### src/rtl/instr_fetch_unit_if.sv
// Bus bundle between the fetch unit, instruction memory and controller.
// master = fetch unit side, slave = memory/controller side.
interface instr_fetch_unit_if #(
    parameter int ADDR_W  = 8,
    parameter int INSTR_W = 16
);
    logic               imem_req;
    logic [ADDR_W-1:0]  imem_addr;
    logic [INSTR_W-1:0] imem_rdata;
    logic [INSTR_W-1:0] instr;
    logic [ADDR_W-1:0]  instr_pc;
    logic               instr_valid;
    logic               instr_ready;
    logic               redirect;
    logic [ADDR_W-1:0]  redirect_pc;
    logic               halted;

    modport master (
        output imem_req, imem_addr,
        output instr, instr_pc, instr_valid, halted,
        input  imem_rdata, instr_ready,
        input  redirect, redirect_pc
    );

    modport slave (
        input  imem_req, imem_addr,
        input  instr, instr_pc, instr_valid, halted,
        output imem_rdata, instr_ready,
        output redirect, redirect_pc
    );
endinterface

### src/rtl/instr_fetch_unit.sv
// Instruction fetch: PC generation, 1-cycle sync imem read, prefetch FIFO
// Ports: clk, reset (async active-low), bus (instr_fetch_unit_if.master)
module instr_fetch_unit #(
    parameter int                 ADDR_W     = 8,
    parameter int                 INSTR_W    = 16,
    parameter int                 DEPTH      = 2,
    parameter logic [ADDR_W-1:0]  RESET_PC   = '0,
    parameter logic [INSTR_W-1:0] HALT_INSTR = '1
) (
    input  logic               clk,
    input  logic               reset,
    instr_fetch_unit_if.master bus
);
    localparam int PTR_W = (DEPTH > 1) ? $clog2(DEPTH) : 1;
    localparam int CNT_W = PTR_W + 1;
    localparam int OCC_W = CNT_W + 1;

    typedef enum logic {
        S_RUN  = 1'b0,
        S_HALT = 1'b1
    } state_t;

    state_t             r_state;
    state_t             w_state_nxt;
    logic               r_active;
    logic [ADDR_W-1:0]  r_fpc;
    logic [ADDR_W-1:0]  r_req_pc;
    logic               r_inflight;
    logic [INSTR_W-1:0] r_fifo_instr [DEPTH];
    logic [ADDR_W-1:0]  r_fifo_pc    [DEPTH];
    logic [PTR_W-1:0]   r_rd_ptr;
    logic [PTR_W-1:0]   r_wr_ptr;
    logic [CNT_W-1:0]   r_count;

    logic               w_valid;
    logic               w_pop;
    logic               w_redirect;
    logic               w_take_halt;
    logic               w_issue;
    logic               w_flush;
    logic               w_push;
    logic [INSTR_W-1:0] w_head_instr;
    logic [OCC_W-1:0]   w_occ;

    assign w_valid      = (r_count != '0);
    assign w_pop        = w_valid & bus.instr_ready;
    assign w_head_instr = r_fifo_instr[r_rd_ptr];

    // Occupancy the FIFO will see once the pending response lands,
    // net of the head leaving this cycle.
    assign w_occ = OCC_W'(r_count) + OCC_W'(r_inflight)
                 - OCC_W'(w_pop);

    always_ff @(posedge clk or negedge reset) begin
        if (!reset) begin
            r_state <= S_RUN;
        end else begin
            r_state <= w_state_nxt;
        end
    end

    always_comb begin
        w_state_nxt = r_state;
        w_redirect  = 1'b0;
        w_take_halt = 1'b0;
        w_issue     = 1'b0;
        unique case (r_state)
            S_RUN: begin
                w_redirect  = bus.redirect;
                w_take_halt = w_pop & ~bus.redirect
                            & (w_head_instr == HALT_INSTR);
                // r_active holds off the first request for one
                // cycle so imem_req is low out of reset.
                w_issue     = r_active & ~bus.redirect
                            & (w_occ < OCC_W'(DEPTH));
                if (w_take_halt) begin
                    w_state_nxt = S_HALT;
                end
            end
            S_HALT: begin
                w_state_nxt = S_HALT;
            end
        endcase
    end

    assign w_flush = w_redirect | w_take_halt;
    assign w_push  = r_inflight & ~w_flush;

    always_ff @(posedge clk or negedge reset) begin
        if (!reset) begin
            r_active   <= 1'b0;
            r_fpc      <= RESET_PC;
            r_req_pc   <= '0;
            r_inflight <= 1'b0;
        end else begin
            r_active   <= 1'b1;
            r_inflight <= w_issue & ~w_take_halt;
            if (w_redirect) begin
                r_fpc <= bus.redirect_pc;
            end else if (w_issue) begin
                r_fpc <= r_fpc + ADDR_W'(1);
            end
            if (w_issue) begin
                r_req_pc <= r_fpc;
            end
        end
    end

    always_ff @(posedge clk or negedge reset) begin
        if (!reset) begin
            r_rd_ptr <= '0;
            r_wr_ptr <= '0;
            r_count  <= '0;
            for (int i = 0; i < DEPTH; i++) begin
                r_fifo_instr[i] <= '0;
                r_fifo_pc[i]    <= '0;
            end
        end else if (w_flush) begin
            r_rd_ptr <= '0;
            r_wr_ptr <= '0;
            r_count  <= '0;
        end else begin
            if (w_push) begin
                r_fifo_instr[r_wr_ptr] <= bus.imem_rdata;
                r_fifo_pc[r_wr_ptr]    <= r_req_pc;
                r_wr_ptr <= r_wr_ptr + PTR_W'(1);
            end
            if (w_pop) begin
                r_rd_ptr <= r_rd_ptr + PTR_W'(1);
            end
            r_count <= r_count + CNT_W'(w_push) - CNT_W'(w_pop);
        end
    end

    assign bus.imem_req    = w_issue;
    assign bus.imem_addr   = r_fpc;
    assign bus.instr       = w_head_instr;
    assign bus.instr_pc    = r_fifo_pc[r_rd_ptr];
    assign bus.instr_valid = w_valid;
    assign bus.halted      = (r_state == S_HALT);

    ap_no_overflow: assert property (
        @(posedge clk) disable iff (!reset)
        !(w_push && !w_pop && (r_count == CNT_W'(DEPTH)))
    );

endmodule
### src/flat_wrapper.sv
// flat-port wrapper written by rule: the top's interface ports become plain ports
module instr_fetch_unit_flat 
#(
    parameter int                 ADDR_W     = 8,
    parameter int                 INSTR_W    = 16,
    parameter int                 DEPTH      = 2,
    parameter logic [ADDR_W-1:0]  RESET_PC   = '0,
    parameter logic [INSTR_W-1:0] HALT_INSTR = '1
)
  (clk, reset, bus_imem_req, bus_imem_addr, bus_instr, bus_instr_pc, bus_instr_valid, bus_halted, bus_imem_rdata, bus_instr_ready, bus_redirect, bus_redirect_pc);
  instr_fetch_unit_if #(.ADDR_W(ADDR_W), .INSTR_W(INSTR_W)) bus_i ();
  input  logic clk;
  input  logic reset;
  output wire logic [$bits(bus_i.imem_req)-1:0] bus_imem_req;
  output wire logic [$bits(bus_i.imem_addr)-1:0] bus_imem_addr;
  output wire logic [$bits(bus_i.instr)-1:0] bus_instr;
  output wire logic [$bits(bus_i.instr_pc)-1:0] bus_instr_pc;
  output wire logic [$bits(bus_i.instr_valid)-1:0] bus_instr_valid;
  output wire logic [$bits(bus_i.halted)-1:0] bus_halted;
  input wire logic [$bits(bus_i.imem_rdata)-1:0] bus_imem_rdata;
  input wire logic [$bits(bus_i.instr_ready)-1:0] bus_instr_ready;
  input wire logic [$bits(bus_i.redirect)-1:0] bus_redirect;
  input wire logic [$bits(bus_i.redirect_pc)-1:0] bus_redirect_pc;
  assign bus_imem_req = bus_i.imem_req;
  assign bus_imem_addr = bus_i.imem_addr;
  assign bus_instr = bus_i.instr;
  assign bus_instr_pc = bus_i.instr_pc;
  assign bus_instr_valid = bus_i.instr_valid;
  assign bus_halted = bus_i.halted;
  assign bus_i.imem_rdata = bus_imem_rdata;
  assign bus_i.instr_ready = bus_instr_ready;
  assign bus_i.redirect = bus_redirect;
  assign bus_i.redirect_pc = bus_redirect_pc;
  instr_fetch_unit #(.ADDR_W(ADDR_W), .INSTR_W(INSTR_W), .DEPTH(DEPTH), .RESET_PC(RESET_PC), .HALT_INSTR(HALT_INSTR)) u_core (.clk(clk), .reset(reset), .bus(bus_i));
endmodule
### config.mk
export PLATFORM = sky130hd
export DESIGN_NAME = instr_fetch_unit_flat
export DESIGN_NICKNAME = d
export VERILOG_FILES = /design/src/rtl/instr_fetch_unit_if.sv /design/src/rtl/instr_fetch_unit.sv /design/src/flat_wrapper.sv
export SDC_FILE = /design/constraint.sdc
export NUM_CORES = 1
export LEC_CHECK = 0
export BUFFER_PORTS_ARGS = -buffer_cell sky130_fd_sc_hd__buf_2
export CAP_MARGIN = 15
export CORE_MARGIN = 5
export CORE_UTILIZATION = 55
export DETAILED_ROUTE_END_ITERATION = 10
export PLACE_DENSITY = 0.84
export SLEW_MARGIN = 20
export SYNTH_ARGS = -nofsm -noshare
export SYNTH_HDL_FRONTEND = slang
export SYNTH_SLANG_ARGS = --single-unit
### constraint.sdc
create_clock -name clk -period 3.7 [get_ports clk]
set_clock_uncertainty 0.1 [all_clocks]
set_input_delay 0.185 -clock clk [delete_from_list [all_inputs] [get_ports clk]]
set_output_delay 0.185 -clock clk [all_outputs]
set_load 0.05 [all_outputs]
## Word-level counts from Yosys, hierarchy flattened

Index checks and enable logic that the tools add are counted.

| storage, ports and cells | value |
|---|---|
| flip-flop bits (word level) | 71 |
| input port bits | 28 |
| logic and storage cells | 68 |

| operators by class | value |
|---|---|
| eq/ne operators | 1 |
| magnitude comparators | 4 |
| bitwise logic cells | 14 |
| $add $sub $neg | 7 |
| multiplexer cells | 24 |
| reduce and logical (&&, ||, !) cells | 6 |

Operators by type and width:

| operator | count |
|---|---|
| $mux W16 | 4 |
| $mux W8 | 6 |
| $bwmux W32 | 1 |
| $bwmux W16 | 1 |
| $demux W16 S1 | 1 |
| $eq A16 B16 Y1 const B | 1 |
| $add A8 B1 Y8 const B | 1 |
| $demux W8 S1 | 1 |
| $mux W1 | 8 |
| $reduce_bool A2 Y1 | 4 |
| $and A1 B1 Y1 | 7 |
| $ge A2 B2 Y1 const B | 2 |
| $not A1 Y1 | 4 |
| $not A1 Y2 | 2 |
| $add A2 B1 Y3 | 1 |
| $lt A3 B2 Y1 const B | 1 |
| $sub A3 B1 Y3 | 1 |
| $add A1 B1 Y1 const B | 2 |
| $add A2 B1 Y2 | 1 |
| $lt A2 B1 Y1 const B | 1 |
| $mux W2 | 1 |
| $pmux W1 S2 | 1 |
| $reduce_and A2 Y1 | 1 |
| $sub A2 B1 Y2 | 1 |
| other kinds (2) | 2 |

## Depth between registers and ports, before layout

| depth | value |
|---|---|
| depth in word-level cells | 13 |
| depth in mapped cells | 10 |

## Worst setup path after synthesis

No wires, ideal clock.

| timing | value |
|---|---|
| path type | register to register |
| from | register u_core.r_count[1] |
| to | register u_core.r_fpc[7], in the netlist u_core.bus.imem_addr[7] |
| clock period less this slack | 2.943 ns |
| slack | 0.757 ns |
| data arrival time | 2.707 ns |
| stages on the path, launching flop included | 11 |
| path through | dfrtp_1 -> or2_2 -> nand2_1 -> nor2_1 -> fa_1 -> xnor2_1 -> nand4_1 -> clkinv_1 -> nand4_1 -> xor2_1 -> o21ai_0 |

| between the ends | value |
|---|---|
| word-level cells in the longest chain between the ends | 7 |
| elaborated cells on any way between the ends | 8 |
| classes of those cells | add/sub: 2; order compare: 1; mux: 1; bitwise: 2; reduce/logical: 2 |

RTL lines:

| what | RTL line | text |
|---|---|---|
| start, declared | instr_fetch_unit.sv:33 | `logic [CNT_W-1:0] r_count;` |
| start signal, assigned | instr_fetch_unit.sv:131 | `r_count <= r_count + CNT_W'(w_push) - CNT_W'(w_pop);` |
| $reduce_bool A2 Y1 | instr_fetch_unit.sv:45 | `assign w_valid = (r_count != '0);` |
| named net bus_instr_valid | flat_wrapper.sv:18 | `output wire logic [$bits(bus_i.instr_valid)-1:0] bus_instr_valid;` |
| $and A1 B1 Y1 | instr_fetch_unit.sv:46 | `assign w_pop = w_valid & bus.instr_ready;` |
| $sub A3 B1 Y3 | instr_fetch_unit.sv:52 | `- OCC_W'(w_pop);` |
| $lt A3 B2 Y1 | instr_fetch_unit.sv:75 | `& (w_occ < OCC_W'(DEPTH));` |
| $and A1 B1 Y1 | instr_fetch_unit.sv:75 |  |
| $mux W1 | instr_fetch_unit.sv:67 | `unique case (r_state)` |
| named net bus_imem_req | flat_wrapper.sv:14 | `output wire logic [$bits(bus_i.imem_req)-1:0] bus_imem_req;` |
| $reduce_bool A2 Y1 (no source line) | n/a |  |
| end signal, assigned | instr_fetch_unit.sv:99 | `r_fpc <= bus.redirect_pc;` |
| end signal, assigned | instr_fetch_unit.sv:101 | `r_fpc <= r_fpc + ADDR_W'(1);` |
| end, declared | instr_fetch_unit.sv:26 | `logic [ADDR_W-1:0] r_fpc;` |

The timed path passes the listed nets, and every way through them passes these cells.
A chain may end at the register's enable or synchronous reset.

## Worst setup path after layout

| timing | value |
|---|---|
| from | register u_core.r_rd_ptr |
| to | register u_core.r_count[1] |

| between the ends | value |
|---|---|
| word-level cells in the longest chain between the ends | 13 |

RTL lines:

| what | RTL line | text |
|---|---|---|
| start, declared | instr_fetch_unit.sv:31 | `logic [PTR_W-1:0] r_rd_ptr;` |
| start signal, assigned | instr_fetch_unit.sv:129 | `r_rd_ptr <= r_rd_ptr + PTR_W'(1);` |
| $not A1 Y2 (not written as such) * | instr_fetch_unit.sv:47 | `assign w_head_instr = r_fifo_instr[r_rd_ptr];` |
| $mux W16 (not written as such) * (3 in series) | instr_fetch_unit.sv:47 |  |
| $eq A16 B16 Y1 * | instr_fetch_unit.sv:71 | `& (w_head_instr == HALT_INSTR);` |
| $and A1 B1 Y1 * | instr_fetch_unit.sv:71 |  |
| $mux W1 * | instr_fetch_unit.sv:67 |  |
| $or A1 B1 Y1 * | instr_fetch_unit.sv:86 | `assign w_flush = w_redirect \| w_take_halt;` |
| $not A1 Y1 (no source line) | n/a |  |
| $and A1 B1 Y1 | instr_fetch_unit.sv:87 | `assign w_push = r_inflight & ~w_flush;` |
| $add A2 B1 Y2 | instr_fetch_unit.sv:131 |  |
| $sub A2 B1 Y2 | instr_fetch_unit.sv:131 |  |
| $mux W2 * | instr_fetch_unit.sv:118 | `end else if (w_flush) begin` |

Every way passes the cells marked *; elsewhere a longest branch is shown, timed or not. The select of a mux whose other input is x is not followed.

==> results.toml <==
[cells_and_area]
final_cell_mix = "dfrtp_1, buf_2, mux2_2"
postLayoutCellArea_sq_um = 4200
multiInputGateArea_sq_um = 1440
utilization_pct = 71.3
final_cells = 441
mostFrequentLayoutCell = "dfrtp_1"
nFillCells = 387
seq_area_sq_um = 1780
nNetsFinal = 393
drive_gt1_share_pct = 37.4
antennaDiodeCount = 0
syn2layout_area_growth_pct = 26.1

[timing]
drv_slew = 0
fmax_mhz = 313
finalSetupViolCount = 0
final.setup.worst_slack_ns = 0.503
finalHoldViolations = 0
fin_crit_sh_pct = 86.4
slew_headroom_pct = 35.4
grt_setup_unrepaired = "false"
worst_pin_slew_ns = 0.969
finalHoldWorstSlack_ns = 0.189
post-route-min-period_ns = 3.20
finalSetupTns_ns = 0

[setup_path]
path_max_fanout = 26
reg2reg_depth = 9
crit_path_start = "u_core.r_rd_ptr"
cp_slowest_stage_delay_ns = 0.98
crit_path_cell_trace = "nand3_1, a222oi_1, nand2b_1, a21oi_1, nor2b_1, ha_1, xor2_1, xnor2_1, nor2_1"
timing.rr.start = "u_core.r_rd_ptr"
arrival_ns = 3.31
critPathRequiredTime_ns = 3.81
worst_setup_path_end_kind = "flip-flop"
crit_type = "flip-flop to flip-flop"
cp-start-kind = "flip-flop"
crit_slowest_cell = "dfrtp_1"

[logic_synthesis]
ys_types = 36
yosys.area_share.xor_xnor_pct = 2.11
yosysWarnings = 0
muxShareOfSynthArea_pct = 23.7
synth_compound_gate_area_share_pct = 6.39
synth_simple_gate_area_share_pct = 9.36
synth_largest_area_cell = "dfrtp_1"
syn_area_sq_um = 3330
netlist_top_cells_area = "dfrtp_1, mux2_2, mux2_1"
synth_area_per_cell_sq_um = 12.5
syn_inst = 267
synth_top_family_by_area = "multiplexers"
yosys.area_share.adder_pct = 1.73
yosys.area.top_type_share_pct = 53.4
synth_fp_nets = 299
yosysSeqAreaShare_pct = 53.4
ys_ff_latch = 71

[clock_tree]
clk_pin_slew_ns = 0.08
clock_path_buffers = 2
post_cts_buffers = 0
cts_max_level = 3
cts-resized-gates = 0
root_buffer = "clkbuf_8"
clk-insertion-delay-late_ns = 0.34
numCtsBuffers = 9
cts_sinks = 71
cts_tree = "yes"
hold_buffers = 25

[floorplanning]
die_w_microns = 87.8
initial_core_util_pct = 56.5
io_pins = 63
die_h_microns = 87.8
fp-row-count = 28
fp.coreArea_sq_um = 5890
dieArea_sq_um = 7700

[power_and_ir_drop]
p_per_area_nw_per_um2 = 530
combPwrFrac_pct = 28.2
leakagePower_nw = 2.10
p_total_mw = 2.22
switching_share_pct = 34.4
power.internal_mw = 1.46
seq_power_share_pct = 40.6
peakVddDrop_uv = 355
pwr-share-clk_pct = 31.3
switching_power_mw = 0.765

[grt]
antenna_found_initial = 0
grt_overflow = 0
track_usage_pct = 20.5
grt_pass1_vias = 2525
grt_max_degree = 34
grt_pass1_wl_microns = 12200

[min_path]
hp-class = "primary input to flip-flop"
holdPathStages = 4
worstHoldStart = "bus_instr_ready"

[placed_design]
post-place-ws_ns = 0.591
place_inst = 400
io_buffers = 62
dp_hpwl_microns = 5070
routabilityCongestion = 0.828
placed_cell_area_sq_um = 3710

[run_status]
outcome = "finished, final reports clean"

[routing]
detail_route.first_pass.iterations = 5
ant_nets = 0
dr.first_iter.drc_count = 118
wl_per_cell_microns = 16.1
wl_microns = 7110
drc = 0
num_vias = 2366
viasPerCell = 5.37

[job]
drv_cap = 0
[final timing paths]
kind | end | slack [ns]
min in group asynchronous | u_core.r_fifo_instr[30] | 0.34
setup / recovery | u_core.r_count[1] | 0.50
setup reg to reg | u_core.r_count[1] | 0.50
hold / removal | u_core.r_rd_ptr | 0.19
hold reg to reg | u_core.r_fifo_pc[12] | 0.39
max in group asynchronous | u_core.r_count[0] | 2.42
[cell usage after synthesis]
library cell and instances:
dfrtp_1 71, mux2_2 50, mux2_1 20, nand2_1 20, o21ai_0 11, nor2_1 10, inv_1 9, nand4_1 7
and3_1 6, nor2b_1 6, clkbuf_1 5, xor2_1 5, a21o_1 4, nand3_1 4, nor3_1 4, buf_4 3
ha_1 3, xnor2_1 3, a211o_1 2, a21boi_0 2, a21oi_1 2, a221o_1 2, a222oi_1 2, buf_6 2
nand2b_1 2, nor3b_1 2, a211oi_4 1, a22oi_1 1, a2bb2oi_1 1, and2_1 1, buf_2 1, clkinv_1 1
conb_1 1, fa_1 1, o31a_1 1, or2_2 1
[state kept, by name, indices dropped and copies added (netlist names)]
register	cells
u_core.bus.halted	1
u_core.r_fifo_instr	32
u_core.r_fifo_pc	16
u_core.r_active	1
u_core.r_inflight	1
u_core.r_wr_ptr	1
u_core.bus.imem_addr	8
u_core.r_req_pc	8
u_core.r_count	2
u_core.r_rd_ptr	1
[power by group through the flow]
stage / sequential (mW) / clock (mW) / combinational [mW]
5_1_grt: 0.910 / 0.746 / 0.668
3_3_place_gp: 0.910 / 0 / 0.600
2_1_floorplan: 0.883 / 0 / 0.487
6_report: 0.902 / 0.695 / 0.627
3_5_place_dp: 0.914 / 0 / 0.607
4_1_cts: 0.899 / 0.711 / 0.632
[kinds of logic (layout without fill, tap and decap cells)]
group,Yosys count,in the layout
buffers and inverters,21,120
adders and majority gates,4,4
muxes,70,70
DFF,71,71
other,1,1
and+or+nand+nor,63,63
AOI/OAI and AO/OA,29,29
xor gates and xnor gates,8,8
[critical path, delay by kind of cell, from the launching register on]
family	cells	cell delay [ns]
flip-flops	1	0.98
AO/OA/AOI/OAI	2	0.93
AND/OR/NAND/NOR	4	0.49
XOR/XNOR	2	0.34
adder cells (fa/ha/maj)	1	0.22
[layout make-up]
class | count | share of cell area, %
flip-flops and latches | 71 | 42.3
clock inverters | 5 | 1.91
well taps | 75 | 2.24
multi-input cells | 175 | 34.4
clock buffers | 11 | 3.61
repair buffers | 94 | 14.6
inverters | 10 | 0.894
[per-layer routing]
| layer | wire (microns) | global-route usage [%] | up-vias |
|---|---|---|---|
| met2 | 3490 | 33.8 | 78 |
| met1 | 3080 | 27.1 | 1147 |
| met3 | 416 | 3.48 | 10 |
| met5 | 0 | 0 | - |
| li1 | - | - | 1131 |
| met4 | 111 | 8.23 | 0 |
(Power assumes the default switching activity.)
